--- src/rtl/vga_timing_pkg.sv ---
// Shared 640x480@60 timing constants, capture FSM states and the output pixel record.
package vga_timing_pkg;

    localparam int VGA_H_SYNC  = 96;
    localparam int VGA_H_BACK  = 48;
    localparam int VGA_H_DISP  = 640;
    localparam int VGA_H_TOTAL = 800;
    localparam int VGA_V_SYNC  = 2;
    localparam int VGA_V_BACK  = 33;
    localparam int VGA_V_DISP  = 480;
    localparam int VGA_V_TOTAL = 525;

    localparam int H_CNT_W = 11;
    localparam int L_CNT_W = 10;

    typedef enum logic [1:0] {SEARCH, CHECK, LOCKED} cap_state_t;

    typedef struct packed {
        logic       valid;
        logic [9:0] xpos;
        logic [9:0] ypos;
        logic [2:0] data;
        logic       fs;
    } pix_t;

endpackage

--- src/rtl/vga_sync_edge.sv ---
// Samples hs/vs and flags their edges; idle (high) after reset so no edge fires on release.
module vga_sync_edge (
    input  logic vga_clk,
    input  logic sys_rst_n,
    input  logic vga_hs,
    input  logic vga_vs,
    output logic hs_fall,
    output logic hs_rise,
    output logic vs_fall,
    output logic vs_rise
);

    logic hs_q, hs_d, vs_q, vs_d;

    always_ff @(posedge vga_clk or negedge sys_rst_n) begin
        if (!sys_rst_n) begin
            hs_q <= 1'b1;
            hs_d <= 1'b1;
            vs_q <= 1'b1;
            vs_d <= 1'b1;
        end else begin
            hs_q <= vga_hs;
            hs_d <= hs_q;
            vs_q <= vga_vs;
            vs_d <= vs_q;
        end
    end

    assign hs_fall = hs_d & ~hs_q;
    assign hs_rise = ~hs_d & hs_q;
    assign vs_fall = vs_d & ~vs_q;
    assign vs_rise = ~vs_d & vs_q;

endmodule

--- src/rtl/vga_capture.sv ---
// Locks onto an incoming VGA stream, checks its timing every line and emits active pixels
// with their coordinates two clocks after they are sampled.
module vga_capture
    import vga_timing_pkg::*;
#(
    parameter int H_SYNC  = VGA_H_SYNC,
    parameter int H_BACK  = VGA_H_BACK,
    parameter int H_DISP  = VGA_H_DISP,
    parameter int H_TOTAL = VGA_H_TOTAL,
    parameter int V_SYNC  = VGA_V_SYNC,
    parameter int V_BACK  = VGA_V_BACK,
    parameter int V_DISP  = VGA_V_DISP,
    parameter int V_TOTAL = VGA_V_TOTAL
) (
    input  logic       vga_clk,
    input  logic       sys_rst_n,
    input  logic       vga_hs,
    input  logic       vga_vs,
    input  logic [2:0] vga_rgb,
    output logic       pixel_valid,
    output logic [9:0] pixel_xpos,
    output logic [9:0] pixel_ypos,
    output logic [2:0] pixel_data,
    output logic       frame_start,
    output logic       locked,
    output logic       timing_err,
    output logic [7:0] err_cnt
);

    localparam logic [H_CNT_W-1:0] H_LAST  = H_CNT_W'(H_TOTAL - 1);
    localparam logic [H_CNT_W-1:0] HS_LAST = H_CNT_W'(H_SYNC - 1);
    localparam logic [H_CNT_W-1:0] HA_LO   = H_CNT_W'(H_SYNC + H_BACK);
    localparam logic [H_CNT_W-1:0] HA_HI   = H_CNT_W'(H_SYNC + H_BACK + H_DISP);
    localparam logic [L_CNT_W-1:0] V_LAST  = L_CNT_W'(V_TOTAL - 1);
    localparam logic [L_CNT_W-1:0] VS_LAST = L_CNT_W'(V_SYNC - 1);
    localparam logic [L_CNT_W-1:0] VA_LO   = L_CNT_W'(V_SYNC + V_BACK);
    localparam logic [L_CNT_W-1:0] VA_HI   = L_CNT_W'(V_SYNC + V_BACK + V_DISP);

    logic hs_fall, hs_rise, vs_fall, vs_rise;

    vga_sync_edge u_sync_edge (
        .vga_clk  (vga_clk),
        .sys_rst_n(sys_rst_n),
        .vga_hs   (vga_hs),
        .vga_vs   (vga_vs),
        .hs_fall  (hs_fall),
        .hs_rise  (hs_rise),
        .vs_fall  (vs_fall),
        .vs_rise  (vs_rise)
    );

    // h_cnt/l_cnt/rgb_d all describe the sample taken one clock earlier by the edge detector
    logic [2:0]         rgb_q, rgb_d;
    logic [H_CNT_W-1:0] h_cnt;
    logic [L_CNT_W-1:0] l_cnt;
    cap_state_t         state, state_nxt;
    logic               err_nxt;
    pix_t               pix_q;

    logic frame_edge, viol, active, cap;

    assign frame_edge = hs_fall & vs_fall;

    // A missing HFE looks like a line that runs past H_LAST; counters saturate so it fires once
    assign viol = (hs_fall ^ (h_cnt == H_LAST))
                | (hs_rise & (h_cnt != HS_LAST))
                | (vs_rise & (~hs_fall | (l_cnt != VS_LAST)))
                | (hs_fall & (frame_edge ^ (l_cnt == V_LAST)))
                | (vs_fall & ~hs_fall);

    assign active = (h_cnt >= HA_LO) && (h_cnt < HA_HI) && (l_cnt >= VA_LO) && (l_cnt < VA_HI);
    assign cap    = (state == LOCKED) && (state_nxt == LOCKED) && active;

    always_comb begin
        state_nxt = state;
        err_nxt   = 1'b0;
        unique case (state)
            SEARCH: if (frame_edge) state_nxt = CHECK;
            CHECK: begin
                if (viol) begin
                    state_nxt = SEARCH;
                    err_nxt   = 1'b1;
                end else if (frame_edge) begin
                    state_nxt = LOCKED;
                end
            end
            LOCKED: begin
                if (viol) begin
                    state_nxt = SEARCH;
                    err_nxt   = 1'b1;
                end
            end
            default: state_nxt = SEARCH;
        endcase
    end

    always_ff @(posedge vga_clk or negedge sys_rst_n) begin
        if (!sys_rst_n) begin
            rgb_q      <= '0;
            rgb_d      <= '0;
            h_cnt      <= '0;
            l_cnt      <= '0;
            state      <= SEARCH;
            pix_q      <= '0;
            timing_err <= 1'b0;
            err_cnt    <= '0;
        end else begin
            rgb_q <= vga_rgb;
            rgb_d <= rgb_q;
            if (hs_fall)          h_cnt <= '0;
            else if (h_cnt != '1) h_cnt <= h_cnt + 1'b1;
            if (frame_edge)                  l_cnt <= '0;
            else if (hs_fall && l_cnt != '1) l_cnt <= l_cnt + 1'b1;
            state <= state_nxt;
            if (cap) begin
                pix_q.valid <= 1'b1;
                pix_q.xpos  <= 10'(h_cnt - HA_LO);
                pix_q.ypos  <= 10'(l_cnt - VA_LO);
                pix_q.data  <= rgb_d;
                pix_q.fs    <= (h_cnt == HA_LO) && (l_cnt == VA_LO);
            end else begin
                pix_q <= '0;
            end
            timing_err <= err_nxt;
            if (err_nxt && err_cnt != 8'hFF) err_cnt <= err_cnt + 8'd1;
        end
    end

    assign pixel_valid = pix_q.valid;
    assign pixel_xpos  = pix_q.xpos;
    assign pixel_ypos  = pix_q.ypos;
    assign pixel_data  = pix_q.data;
    assign frame_start = pix_q.fs;
    assign locked      = (state == LOCKED);

endmodule

--- config.mk ---
export PLATFORM = sky130hd
export DESIGN_NAME = vga_capture
export DESIGN_NICKNAME = d
export VERILOG_FILES = /design/src/rtl/vga_timing_pkg.sv /design/src/rtl/vga_sync_edge.sv /design/src/rtl/vga_capture.sv
export SDC_FILE = /design/constraint.sdc
export NUM_CORES = 1
export LEC_CHECK = 0
export ABC_AREA = 1
export CORE_ASPECT_RATIO = 0.7
export CORE_UTILIZATION = 60
export CTS_CLUSTER_DIAMETER = 60
export CTS_CLUSTER_SIZE = 16
export DETAILED_ROUTE_END_ITERATION = 8
export GPL_TIMING_DRIVEN = 0
export PLACE_DENSITY = 0.94
export REMOVE_ABC_BUFFERS = 1
export SLEW_MARGIN = 30
export SYNTH_ARGS = -nofsm -noshare
export SYNTH_HDL_FRONTEND = slang
export SYNTH_SLANG_ARGS = --single-unit
--- constraint.sdc ---
create_clock -name vga_clk -period 5.6 [get_ports vga_clk]
set_clock_uncertainty 0.2 [all_clocks]
set_input_delay 1.68 -clock vga_clk [delete_from_list [all_inputs] [get_ports vga_clk]]
set_output_delay 1.68 -clock vga_clk [all_outputs]
set_load 0.03 [all_outputs]
# --- Yosys cells after proc, flatten, opt, wreduce, memory -nomap -nowiden ---
# Index checks and enable logic that the tools add are counted.
classes:
  magnitude_cmp: 4
  bitwise_logic: 21
  n_reduce_logical: 12
  shifts: 0
  mul: 0
  n_eq_ne: 12
  n_addsub: 5
  mux: 12
  div_mod_pow: 0
ops:
  columns: ["operator", "n"]
  rows:
  - ["two-way mux 25 bit", 1]
  - ["two-way mux 11 bit", 2]
  - ["two-way mux 10 bit", 2]
  - ["adder 11 x 1 -> 11 bit, second input constant", 1]
  - ["equality test 11 x 10 -> 1 bit, second input constant", 1]
  - ["equality test 11 x 8 -> 1 bit, second input constant", 1]
  - ["greater-or-equal comparator 11 x 8 -> 1 bit, second input constant", 1]
  - ["< comparator 11 x 10 -> 1 bit, second input constant", 1]
  - ["inequality test 11 bit, second input constant", 1]
  - ["inequality test 11 x 7 -> 1 bit, second input constant", 1]
  - ["adder 10 x 1 -> 10 bit, second input constant", 1]
  - ["equality test 10 bit, second input constant", 1]
  - ["equality test 10 x 6 -> 1 bit, second input constant", 1]
  - ["greater-or-equal comparator 10 x 6 -> 1 bit, second input constant", 1]
  - ["< comparator 10 bit, second input constant", 1]
  - ["inequality test 10 x 1 -> 1 bit, second input constant", 1]
  - ["inequality test 10 bit, second input constant", 1]
  - ["subtractor 10 x 6 -> 10 bit, second input constant", 1]
  - ["subtractor 10 x 8 -> 10 bit, second input constant", 1]
  - ["bitwise AND 1 bit", 9]
  - ["adder 8 x 1 -> 8 bit, second input constant", 1]
  - ["logical AND 1 bit", 8]
  - ["two-way mux 2 bit", 4]
  - ["inequality test 8 bit, second input constant", 1]
  - ["other kinds (10)", 22]
totals:
  latchBits: 0
  inputBits: 7
  output_inout_bits: 35
  ff_bits: 67
  romBits: 0
  ramBits: 0
  n_memories: 0

# --- Depth between registers and ports, before layout ---
logic_depth:
  depth_word: 14
  depth_mapped: 13
  mapped_depth_nobuf: 13

# --- By module ---
# A second synthesis with hierarchy kept.
unflattened:
  cells_unflattened: 385
  area_unflattened_um2: 3555.9
by_module_without_submodules:
  columns: ["module", "n_inst", "seq_area_each_um2", "area_each_um2", "cells_per_inst"]
  rows:
  - ["vga_capture", 1, 1576.5, 3420.8, 373]
  - ["vga_sync_edge", 1, 105.1, 135.1, 12]

# --- Worst setup path before layout ---
# Ideal clock, no wire load.
synth_timing:
  kind: "reg-to-output"
  start: "reg state[0]"
  end: "out locked"
  path_stages_with_launch: 3
  required_time_ns: 3.720
  path_slack_ns: 2.892
  arrival_ns: 0.828
  cell_sequence: "dfrtp_1 -> inv_1 -> ha_1"
synth_via:
  elab_chain_cells: 1
synth_lines:
  columns: ["item", "line_no", "rtl"]
  rows:
  - ["start, declared", "vga_capture.sv:56", "cap_state_t state, state_nxt;"]
  - ["start signal, assigned", "vga_capture.sv:114", "state <= state_nxt;"]
  - ["equality test 2 bit", "vga_capture.sv:134", "assign locked = (state == LOCKED);"]
  - ["end, declared", "vga_capture.sv:25", "output logic locked,"]
# Every way passes these cells.

# --- Final worst setup path ---
# Ends and elaborated chain as after synthesis.

==> flow_metrics.py <==
metrics = {
    "drt": {
        "finalWirelength_um": 7290,
        "vias_per_cell": 5.38,
        "first_pass_iters": 6,
        "drt_iter0_markers": 245,
        "count_of_antenna_violating_nets_left_after_detailed_routing": 0,
        "detail_route.drc_violations": 0,
        "route.vias.total": 2715,
        "avgRoutedWirePerCell_um": 14.4,
    },
    "floorplanning": {
        "die_w_um": 93.8,
        "num_io_pins": 42,
        "floorplan.die.height_um": 66.2,
        "overall_die_area_um2": 6210,
        "effective_utilization_at_floorplan": 0.649,
        "core.rowCount": 22,
        "design.core.area_um2": 5450,
    },
    "critical_path": {
        "critical_path.reg2reg.startpoint": "u_sync_edge.hs_q$_DFF_PN1_",
        "worst_setup_path_end_kind": "primary output",
        "critical_path.startpoint": "state[0]$_DFF_PN0_",
        "crit_path_top_delay_cell": "sky130_fd_sc_hd__clkdlybuf4s50_1",
        "worstSetupStartpointType": "flop",
        "path_class": "reg -> out",
        "buf_inv_on_cp": 2,
        "crit_fanout": 5,
        "path_delay_family": "buffers and inverters",
        "timing.critical_path.required_ns": 3.72,
        "sequence_of_cells_on_the_critical_path": "inv_1 > ha_1 > clkdlybuf4s50_1",
        "worst_path_largest_cell_delay_ns": 0.70,
        "critPathArrivalTime_ns": 1.79,
    },
    "grt": {
        "antenna_found_initial": 0,
        "first_pass_grt_wire_length_um": 12300,
        "largest_net_degree_at_the_start_of_global_routing": 50,
        "first_global_vias": 2631,
        "gr-total-overflow": 0,
        "groute.usage.overall": 0.270,
    },
    "yosys": {
        "synth_mux_area_frac": 0,
        "syn_area_um2": 3540,
        "combinational_family_with_the_most_area_after_synthesis": "simple AND/OR/NAND/NOR gates",
        "synth_simple_gate_area_share": 0.289,
        "postSynthRegisterBits": 67,
        "yosysUniqueCellTypes": 31,
        "synth_area_per_cell_um2": 9.19,
        "postSynthCellCount": 385,
        "synth_compound_gate_area_share": 0.0587,
        "synth_xor_area_frac": 0.0495,
        "yosys.area_share.adder": 0.0460,
        "ys_warn_count": 0,
        "seq_area_frac_synth": 0.475,
    },
    "cts": {
        "clkTransAtPathRegs_ns": 0.06,
        "post-cts-setup-buffer-count": 0,
        "clkSinkCount": 67,
        "cts_inserted_buffers": 9,
        "clkLatencyLatePin_ns": 0.35,
        "post_cts.resized_instances": 0,
        "cts_tree": "yes",
        "clock_path_buffers": 2,
        "cts_max_level": 3,
        "cts.hold.buffers_added": 0,
        "clock-root-buffer": "sky130_fd_sc_hd__clkbuf_8",
    },
    "job": {
        "drv.max_cap_violation_count": 0,
    },
    "power": {
        "power_leakage_nw": 1.92,
        "max_ir_drop_vdd_mv": 0.255,
        "p_per_area_nw_per_um2": 321,
    },
    "cells_and_area": {
        "filler_cell_count": 377,
        "finalNetCount": 448,
        "regArea_um2": 1680,
        "mostFrequentLayoutCells": "sky130_fd_sc_hd__dfrtp_1, sky130_fd_sc_hd__nand2_1, sky130_fd_sc_hd__inv_1, sky130_fd_sc_hd__clkdlybuf4s50_1, sky130_fd_sc_hd__nand3_1",
        "area_occupied_by_multi_input_gates_um2": 1570,
        "antenna_cells_inserted": 0,
        "final_common_cell": "sky130_fd_sc_hd__dfrtp_1",
        "syn_to_final_growth_pct": 17.9,
        "drive_gt1_frac": 0.159,
    },
    "run_status": {
        "status": "completed",
    },
    "timing": {
        "relSlewSlack": 0.601,
        "postLayoutSetupSlackWorst_ns": 1.93,
        "unrepaired_setup_endpoints_after_global_routing": "false",
        "maxClockFrequency_mhz": 273,
        "transition_at_the_pin_with_the_smallest_max_transition_slack_ns": 0.598,
        "fin_crit_sh": 0.655,
        "finalSetupViolations": 0,
        "fin_tns_setup_ns": 0,
        "period_minus_slack_ns": 3.67,
        "report.final.slew_viol_count": 0,
        "finalHoldViolCount": 0,
    },
    "placed_design": {
        "routabilityCongestion": 0.924,
        "preCtsSetupSlack_ns": 2.29,
        "detailedPlacementHpwl_um": 5380,
        "buffer_ports.inserted": 41,
    },
    "hold_path": {
        "min_path_type": "reg -> reg",
        "hold_start": "rgb_q[2]$_DFF_PN0_",
    },
}
-- sequential cells by signal, summed over array words and instances, names as in the netlist --
name              count
h_cnt                11
l_cnt                10
pixel_xpos           10
pixel_ypos           10
err_cnt               8
pixel_data            3
rgb_d                 3
rgb_q                 3
state                 2
frame_start           1
pixel_valid           1
timing_err            1
u_sync_edge.hs_d      1
u_sync_edge.hs_q      1
u_sync_edge.vs_d      1
u_sync_edge.vs_q      1
-- report_power, final --
| group | total [mW] | switching (mW) | internal, mW | leakage (nW) |
|---|---|---|---|---|
| clock network | 0.423 | 0.173 | 0.249 | 0.103 |
| registers | 0.584 | 0.0540 | 0.530 | 0.893 |
| logic | 0.331 | 0.214 | 0.117 | 0.925 |
-- synth_stat cells (all sizes together) --
master / count / area [µm²]
a21boi: 2 / 15.0
a21oi: 17 / 85.1
buf: 10 / 100
dfrtp: 63 / 1580
dfstp: 4 / 105
ha: 13 / 163
inv: 50 / 188
nand2: 73 / 317
nand3: 32 / 188
nand3b: 1 / 7.51
nand4: 6 / 37.5
nor2: 34 / 170
nor3: 35 / 275
nor3b: 2 / 15.0
nor4: 2 / 12.5
o21ai: 20 / 100
o21bai: 1 / 7.51
xnor2: 6 / 52.6
xor2: 14 / 123
-- metal layers --
| layer | vias to the layer above | wire length, µm | GRT usage |
|---|---|---|---|
| li1 | 1329 | - | - |
| met1 | 1268 | 3280 | 0.347 |
| met2 | 110 | 3440 | 0.435 |
| met3 | 8 | 509 | 0.0782 |
| met4 | 0 | 60 | 0.0981 |
| met5 | - | 0 | 0 |
-- layout make-up --
cell class	count	area share
Clock buffer	11	0.0315
Clock inverter	5	0.0186
Tap cell	72	0.0216
Inverter	50	0.0450
Multi-Input combinational cell	258	0.376
Sequential cell	67	0.403
Timing Repair Buffer	42	0.104
-- stage by stage --
stage	power (mW)	hold slack, ns	area, µm²	utilization	instances
after floorplan	0.809	0.131	3440	-	375
after global placement	0.902	0.133	3940	0.722	488
after detailed placement	0.921	0.135	3960	0.727	489
after CTS	1.35	0.152	4170	0.765	505
after global routing	1.42	0.168	4170	0.765	505
final	1.34	0.151	4170	0.765	505
-- path summary, 6_finish.rpt --
path / endpoint / slack, ns / cells after the start
min reg2reg: rgb_d[2]$_DFF_PN0_ / 0.15 / 0
max reg2reg: pixel_data[0]$_DFF_PN0_ / 2.92 / 8
max in group asynchronous: u_sync_edge.vs_d$_DFF_PN1_ / 3.61 / 2
min in group asynchronous: pixel_data[1]$_DFF_PN0_ / 1.01 / 1
min: rgb_d[2]$_DFF_PN0_ / 0.15 / 0
max: locked / 1.93 / 3
-- cells by family (layout without fill, tap and decap cells) --
group                      Yosys count  after routing
xor gates and xnor gates            20             20
buffers and inverters               60            108
AOI/OAI and AO/OA                   40             40
adders and majority gates           13             13
DFF                                 67             67
and+or+nand+nor                    185            185
Power figures use the tool's default switching activity.
